File: src/rtl/rank_filter_pipe.sv
// Pipelined rank-order filter: accepts one WIN_SIZE-pixel window per cycle and
// returns the pixel of the requested rank (min..max), with valid/ready back-pressure.
module rank_filter_pipe #(
  parameter int DATA_WIDTH = 8,
  parameter int WIN_SIZE   = 9,
  parameter int RANK_WIDTH = 5
) (
  input  logic                           clk,
  input  logic                           rst_n,
  input  logic                           in_valid,
  output logic                           in_ready,
  input  logic [WIN_SIZE*DATA_WIDTH-1:0] in_window,
  input  logic [RANK_WIDTH-1:0]          in_rank,
  output logic                           out_valid,
  input  logic                           out_ready,
  output logic [DATA_WIDTH-1:0]          out_pixel
);

  localparam logic [RANK_WIDTH-1:0] RANK_MAX = RANK_WIDTH'(WIN_SIZE - 1);

  typedef logic [WIN_SIZE-1:0][DATA_WIDTH-1:0] win_t;
  typedef logic [WIN_SIZE-1:0][RANK_WIDTH-1:0] pos_vec_t;

  logic                  adv;

  logic                  s0_valid;
  win_t                  s0_win;
  logic [RANK_WIDTH-1:0] s0_rank;

  logic                  s1_valid;
  win_t                  s1_win;
  pos_vec_t              s1_pos;
  logic [RANK_WIDTH-1:0] s1_rank;

  pos_vec_t              pos_c;
  logic [RANK_WIDTH-1:0] rank_eff_c;
  logic [DATA_WIDTH-1:0] sel_c;

  // The whole pipe moves as one; it only freezes when the output is held.
  assign adv      = !out_valid || out_ready;
  assign in_ready = adv;

  // Ties are broken by pixel index, so the positions form a permutation of 0..WIN_SIZE-1.
  always_comb begin
    pos_c = '0;
    for (int unsigned i = 0; i < WIN_SIZE; i++) begin
      for (int unsigned j = 0; j < WIN_SIZE; j++) begin
        if ((s0_win[j] < s0_win[i]) || ((j < i) && (s0_win[j] == s0_win[i])))
          pos_c[i] = pos_c[i] + 1'b1;
      end
    end
  end

  assign rank_eff_c = (s0_rank > RANK_MAX) ? RANK_MAX : s0_rank;

  // Exactly one position matches, so an AND-OR mux is sufficient.
  always_comb begin
    sel_c = '0;
    for (int unsigned i = 0; i < WIN_SIZE; i++)
      sel_c = sel_c | ({DATA_WIDTH{s1_pos[i] == s1_rank}} & s1_win[i]);
  end

  always_ff @(posedge clk or negedge rst_n) begin
    if (!rst_n) begin
      s0_valid <= 1'b0;
      s0_win   <= '0;
      s0_rank  <= '0;
    end else if (adv) begin
      s0_valid <= in_valid;
      if (in_valid) begin
        s0_win  <= in_window;
        s0_rank <= in_rank;
      end
    end
  end

  always_ff @(posedge clk or negedge rst_n) begin
    if (!rst_n) begin
      s1_valid <= 1'b0;
      s1_win   <= '0;
      s1_pos   <= '0;
      s1_rank  <= '0;
    end else if (adv) begin
      s1_valid <= s0_valid;
      if (s0_valid) begin
        s1_win  <= s0_win;
        s1_pos  <= pos_c;
        s1_rank <= rank_eff_c;
      end
    end
  end

  always_ff @(posedge clk or negedge rst_n) begin
    if (!rst_n) begin
      out_valid <= 1'b0;
      out_pixel <= '0;
    end else if (adv) begin
      out_valid <= s1_valid;
      if (s1_valid)
        out_pixel <= sel_c;
    end
  end

endmodule

File: config.mk
export PLATFORM = sky130hd
export DESIGN_NAME = rank_filter_pipe
export DESIGN_NICKNAME = d
export VERILOG_FILES = /design/src/rtl/rank_filter_pipe.sv
export SDC_FILE = /design/constraint.sdc
export NUM_CORES = 1
export LEC_CHECK = 0
export CELL_PAD_IN_SITES_DETAIL_PLACEMENT = 1
export CELL_PAD_IN_SITES_GLOBAL_PLACEMENT = 1
export CORE_UTILIZATION = 45
export DETAILED_ROUTE_END_ITERATION = 12
export GPL_TIMING_DRIVEN = 0
export PLACE_DENSITY_LB_ADDON = 0.25
export SYNTH_ARGS = -nofsm -noshare
export SYNTH_HDL_FRONTEND = slang
export SYNTH_SLANG_ARGS = --single-unit
File: constraint.sdc
create_clock -name clk -period 8.55 [get_ports clk]
set_clock_uncertainty 0.2 [all_clocks]
set_input_delay 1.71 -clock clk [delete_from_list [all_inputs] [get_ports clk]]
set_output_delay 1.71 -clock clk [all_outputs]
set_load 0.01 [all_outputs]
# --- Yosys cells after proc, flatten, opt, wreduce, memory -nomap -nowiden ---
# Cells that the tools add are included.
totals:
  output_inout_bits: 10
  regBits: 210
classes:
  bitwise_logic: 17
  addsub: 72
  mux: 82
  n_lt_le_gt_ge: 82
  n_reduce_logical: 41
  eq_ne: 45
ops:
  columns: ["operator", "n"]
  rows:
  - ["< comparator 8 bit", 81]
  - ["two-way mux 5 bit", 73]
  - ["adder 5 x 1 -> 5 bit (second input constant)", 63]
  - ["equality test 8 bit", 36]
  - ["bitwise AND 8 bit", 9]
  - ["OR 8 bit", 8]
  - ["equality test 5 bit", 9]
  - ["logical OR 1 bit", 37]
  - ["adder 1 x 1 -> 2 bit (second input constant)", 9]
  - ["two-way mux 1 bit", 9]
  - ["AND reduction 2 bit", 3]
  - ["> comparator 5 x 4 -> 1 bit (second input constant)", 1]
  - ["logical NOT 1 bit", 1]

# --- Depth between registers and ports, before layout ---
logic_depth:
  ltp_word: 19
  ltp_mapped: 31

# --- Worst setup path after synthesis ---
# Ideal clock, no wire load.
synth_timing:
  path_kind: "flip-flop to flip-flop"
  startpoint: "register s0_win[65] (netlist name)"
  endpoint: "register s1_pos[44] (netlist name)"
  required_ps: 8285
  path_stages_with_launch: 29
  path_buffers: 1
  t_arrival_ps: 5308
  slack_ps: 2977
  cell_sequence: "dfrtp_1 > inv_1 > ha_1 > nor2b_1 > o21a_1 > o21ai_0 > nand2b_1 > a21oi_1 > o21ai_0 > o31a_1 > clkbuf_1 > ha_1 > xor2_2 > xor2_1 > a21oi_1 > ha_1 > nand2_1 > a21boi_0 > mux2i_1 > xnor2_1 > mux2_2 > ha_1 > nand2_1 > o31ai_1 > ha_1 > nand2_1 > or4_1 > a21oi_1 > o22a_1"
synth_between:
  elab_chain_len: 19
  elab_cells_between_ends: 42
synth_lines:
  columns: ["item", "line", "text"]
  rows:
  - ["start: declaration", "27", "win_t s0_win;"]
  - ["start signal: assignment", "71", "s0_win <= in_window;"]
  - ["< comparator 8 bit / equality test 8 bit (equally long branches)", "48", "if ((s0_win[j] < s0_win[i]) || ((j < i) && (s0_win[j] == s0_win[i])))"]
  - ["logical OR 1 bit", "48", null]
  - ["two-way mux 1 bit", "48", null]
  - ["adder 1 x 1 -> 2 bit", "49", "pos_c[i] = pos_c[i] + 1'b1;"]
  - ["two-way mux 5 bit", "48", null]
  - ["adder 5 x 1 -> 5 bit", "49", null]
  - ["two-way mux 5 bit", "48", null]
  - ["adder 5 x 1 -> 5 bit", "49", null]
  - ["[... 3 more ...]", null, null]
  - ["adder 5 x 1 -> 5 bit", "49", null]
  - ["two-way mux 5 bit", "48", null]
  - ["adder 5 x 1 -> 5 bit", "49", null]
  - ["two-way mux 5 bit", "48", null]
  - ["adder 5 x 1 -> 5 bit", "49", null]
  - ["two-way mux 5 bit", "48", null]
  - ["adder 5 x 1 -> 5 bit", "49", null]
  - ["two-way mux 5 bit *", "48", null]
  - ["end signal: assignment", "87", "s1_pos <= pos_c;"]
  - ["end: declaration", "32", "pos_vec_t s1_pos;"]
# Mark *: on every way between the ends. The rest lies on a longest branch, timed or not.
# A chain may end at the register's enable or synchronous reset.

# --- Worst setup path after layout ---
layout_timing:
  startpoint: "register s0_win[1] (netlist name)"
  endpoint: "register s1_pos[9] (netlist name)"
layout_between:
  elab_chain_len: 19
  elab_cells_between_ends: 20
layout_lines:
  columns: ["item", "line"]
  rows:
  - ["< comparator 8 bit / equality test 8 bit (equally long branches)", "48"]
  - ["logical OR 1 bit *", "48"]
  - ["two-way mux 1 bit *", "48"]
  - ["adder 1 x 1 -> 2 bit", "49"]
  - ["two-way mux 5 bit *", "48"]
  - ["adder 5 x 1 -> 5 bit", "49"]
  - ["two-way mux 5 bit *", "48"]
  - ["adder 5 x 1 -> 5 bit", "49"]
  - ["[... 3 more ...]", null]
  - ["adder 5 x 1 -> 5 bit", "49"]
  - ["two-way mux 5 bit *", "48"]
  - ["adder 5 x 1 -> 5 bit", "49"]
  - ["two-way mux 5 bit *", "48"]
  - ["adder 5 x 1 -> 5 bit", "49"]
  - ["two-way mux 5 bit *", "48"]
  - ["adder 5 x 1 -> 5 bit", "49"]
  - ["two-way mux 5 bit *", "48"]
# Marked as above.

==> results.py <==
metrics = {
    "detailed_routing": {
        "drtIter0Drc": 1353,
        "route.detailed.drc": 0,
        "ant_nets": 0,
        "avgRoutedWirePerCell_um": 25.8,
        "first_pass_iters": 7,
        "num_vias": 18300,
        "vias_per_cell": 6.21,
        "routed_wl_um": 76000,
    },
    "die": {
        "io_pins": 91,
        "rows": 77,
        "fp.dieW_um": 213,
        "dieArea_um2": 45500,
        "start_util_pct": 45.5,
        "core-area_um2": 44100,
        "die_height_um": 213,
    },
    "placement": {
        "portBuffers": 90,
        "dpl.hpwl_um": 58800,
        "gp_congestion": 0.938,
    },
    "final_layout": {
        "drive_above_1_share_pct": 7.97,
        "multiInputGateArea_um2": 14100,
        "regArea_um2": 5260,
        "fillers": 5206,
        "nets": 2784,
        "area_delta_synth_final_pct": 12.9,
    },
    "global_route": {
        "antenna_found_initial": 2,
        "grt_overflow": 0,
        "grt_usage_pct": 34.0,
        "grt_pass1_vias": 19500,
        "grt_start_max_net_pins": 107,
        "grt_pass1_wl_um": 116000,
    },
    "critical_path": {
        "reg2reg_setup_slack_ns": 1.24,
        "reg2regPathDepth": 26,
        "cp.depth": 26,
        "endpoint_kind": "register",
        "critPathSlowestCell": "dfrtp_1",
        "cp.required_ns": 8.79,
        "crit_path_start_kind": "register",
        "crit_arrival_ns": 7.54,
        "cp_top_family": "adder cells",
        "crit_fanout": 10,
        "path_buf_inv": 2,
        "r2r_end": "s1_pos[9]$_DFFE_PN0P_",
        "critPathKind": "reg -> reg",
        "crit_top_cell": "ha_1",
        "max_stage_delay_ns": 0.89,
        "reg2reg_from": "s0_win[1]$_DFFE_PN0P_",
    },
    "yosys": {
        "yosysUniqueCellTypes": 95,
        "synth.net_count": 2662,
        "synth_top_cell_by_area": "dfrtp_1",
        "yosys.area.top_type_share_pct": 26.2,
        "synthCells": 2220,
        "synthFlopType": "dfrtp_1",
        "synth-edff-count": 0,
        "avgSynthCellArea_um2": 9.04,
        "synth_area_leaders": "dfrtp_1, ha_1, nand2_1",
        "yosysSeqAreaShare_pct": 26.2,
        "async_flop_share_pct": 100,
        "yosys_warnings": 0,
        "synth.cell_area_um2": 20100,
        "synth_seq_cells": 210,
    },
    "timing": {
        "setup_tns_ns": 0,
        "setup_viol": 0,
        "finalCriticalPeriod_ns": 7.31,
        "relSlewSlack_pct": 6.68,
        "hold_slack_ns": 0.285,
        "rsz0062_at_grt": "no",
        "finalHoldViolCount": 0,
        "slew_violations": 0,
        "tightest_slew_ns": 1.39,
        "fin_crit_sh_pct": 85.5,
        "max_freq_mhz": 137,
    },
    "clock_network": {
        "clk_path_buf_depth": 3,
        "cts_tree": "yes",
        "root_buffer": "clkbuf_16",
        "htreeDepth": 1,
        "post-cts-setup-buffers": 0,
        "cts_resized": 0,
        "clkTransAtPathRegs_ns": 0.06,
        "cts_inserted_buffers": 25,
        "postCtsHoldBufs": 0,
        "insertion_delay_ns": 0.57,
        "cts.sinks": 210,
    },
    "min_path": {
        "hold-path-cell-count": 2,
        "min_from": "s1_win[23]$_DFFE_PN0P_",
        "hp-class": "reg -> reg",
        "min_to": "s1_win[23]$_DFFE_PN0P_",
    },
    "job": {
        "cap_violations": 0,
    },
    "run_status": {
        "status": "finished, final reports clean",
    },
}
registers in the layout, summed over array words and instances (netlist names):
name	count
out_pixel	8
s1_pos	45
s0_win	72
out_valid	1
s0_rank	5
s0_valid	1
s1_valid	1
s1_rank	5
s1_win	72
final cells by class:
cell class	instances	share of cell area (%)
Antenna cell	2	0.0221
Buffer	58	0.999
Clock buffer	36	3.16
Clock inverter	8	0.602
Inverter	133	2.20
Multi-Input combinational cell	1819	62.3
Sequential cell	210	23.2
Tap cell	592	3.27
Timing Repair Buffer	95	4.27
per-layer routing:
layer / vias to the layer above / GRT usage, % / part of all wire, %
met5: - / 0 / 0
met4: 0 / 17.6 / 5.7
met3: 212 / 4.77 / 5.7
met2: 611 / 55.8 / 46
met1: 9197 / 43.5 / 43
li1: 8324 / - / -
tightest hold or removal path: cells and delay by family (launching register included):
kind	cells	cell delay, ns
AO/OA/AOI/OAI	1	0.06
flip-flops	1	0.35
AND/OR/NAND/NOR	1	0.05
cells in the final DEF (no fill, tap or decap), types with 24 or more instances in the layout:
cell	netlist	layout
nand4_1	45	45
xor2_1	56	56
nor2b_1	32	32
clkbuf_1	42	48
nand2_1	278	278
dfrtp_1	210	210
o211ai_1	26	26
clkbuf_16	0	25
a21oi_1	135	135
nor2_1	73	73
clkdlybuf4s50_1	0	89
a21o_1	24	24
xnor2_1	112	112
inv_1	132	132
mux2_2	82	82
and2_1	27	27
ha_1	361	361
nand3_1	58	58
o21ai_0	165	165
synth_stat cells, types with 6 or more instances:
| cell type | n |
|---|---|
| ha_1 | 361 |
| nand2_1 | 278 |
| dfrtp_1 | 210 |
| o21ai_0 | 165 |
| a21oi_1 | 135 |
| inv_1 | 132 |
| xnor2_1 | 112 |
| mux2_2 | 82 |
| nor2_1 | 73 |
| nand3_1 | 58 |
| xor2_1 | 56 |
| nand4_1 | 45 |
| clkbuf_1 | 42 |
| nor2b_1 | 32 |
| and2_1 | 27 |
| o211ai_1 | 26 |
| a21o_1 | 24 |
| nor3_1 | 23 |
| o21a_1 | 23 |
| mux2i_1 | 19 |
| a31oi_1 | 17 |
| a22oi_1 | 16 |
| and4_1 | 14 |
| a211oi_1 | 12 |
| a221oi_1 | 11 |
| buf_1 | 11 |
| o21ai_1 | 11 |
| and3_1 | 10 |
| nand2b_1 | 10 |
| o22ai_1 | 10 |
| or2_2 | 9 |
| a222oi_1 | 8 |
| a211o_1 | 7 |
| o31ai_1 | 7 |
| o2111ai_1 | 6 |
| o31a_1 | 6 |
kinds of logic (layout without fill, tap and decap cells):
group / Yosys count / after routing / synth area share, %
multiplexers: 101 / 101 / 5.55
buffers and inverters: 191 / 330 / 3.62
other: 0 / 2 / 0
AND/OR/NAND/NOR: 617 / 617 / 15.1
flip-flops: 210 / 210 / 26.2
adder cells (fa/ha/maj): 365 / 365 / 22.7
XOR/XNOR: 186 / 186 / 9.21
AO/OA/AOI/OAI: 550 / 550 / 17.6
through the flow:
stage / worst slack, ns / area [µm²] / cells / util (%)
finish: 1.24 / 22700 / 2953 / 51.4
global route: 0.975 / 22700 / 2951 / 51.4
CTS: 1.39 / 22600 / 2950 / 51.3
detailed placement: 1.40 / 21800 / 2906 / 49.4
global placement: -3.42 / 21700 / 2902 / 49.2
floorplan: 2.98 / 20100 / 2220 / -
worst max-delay path by stage:
stage                                      start                endpoint  slack, ns
after floorplan           s0_win[65]$_DFFE_PN0P_  s1_pos[44]$_DFFE_PN0P_       2.98
after global placement                     rst_n  s1_pos[13]$_DFFE_PN0P_      -3.42
after detailed placement   s0_win[1]$_DFFE_PN0P_   s1_pos[9]$_DFFE_PN0P_       1.40
after CTS                  s0_win[1]$_DFFE_PN0P_   s1_pos[9]$_DFFE_PN0P_       1.39
after global routing       s0_win[1]$_DFFE_PN0P_   s1_pos[9]$_DFFE_PN0P_       0.98
final                      s0_win[1]$_DFFE_PN0P_   s1_pos[9]$_DFFE_PN0P_       1.24
Power is not shown: default switching activity piles up to over one toggle a cycle in this logic, so the estimate is an artifact.
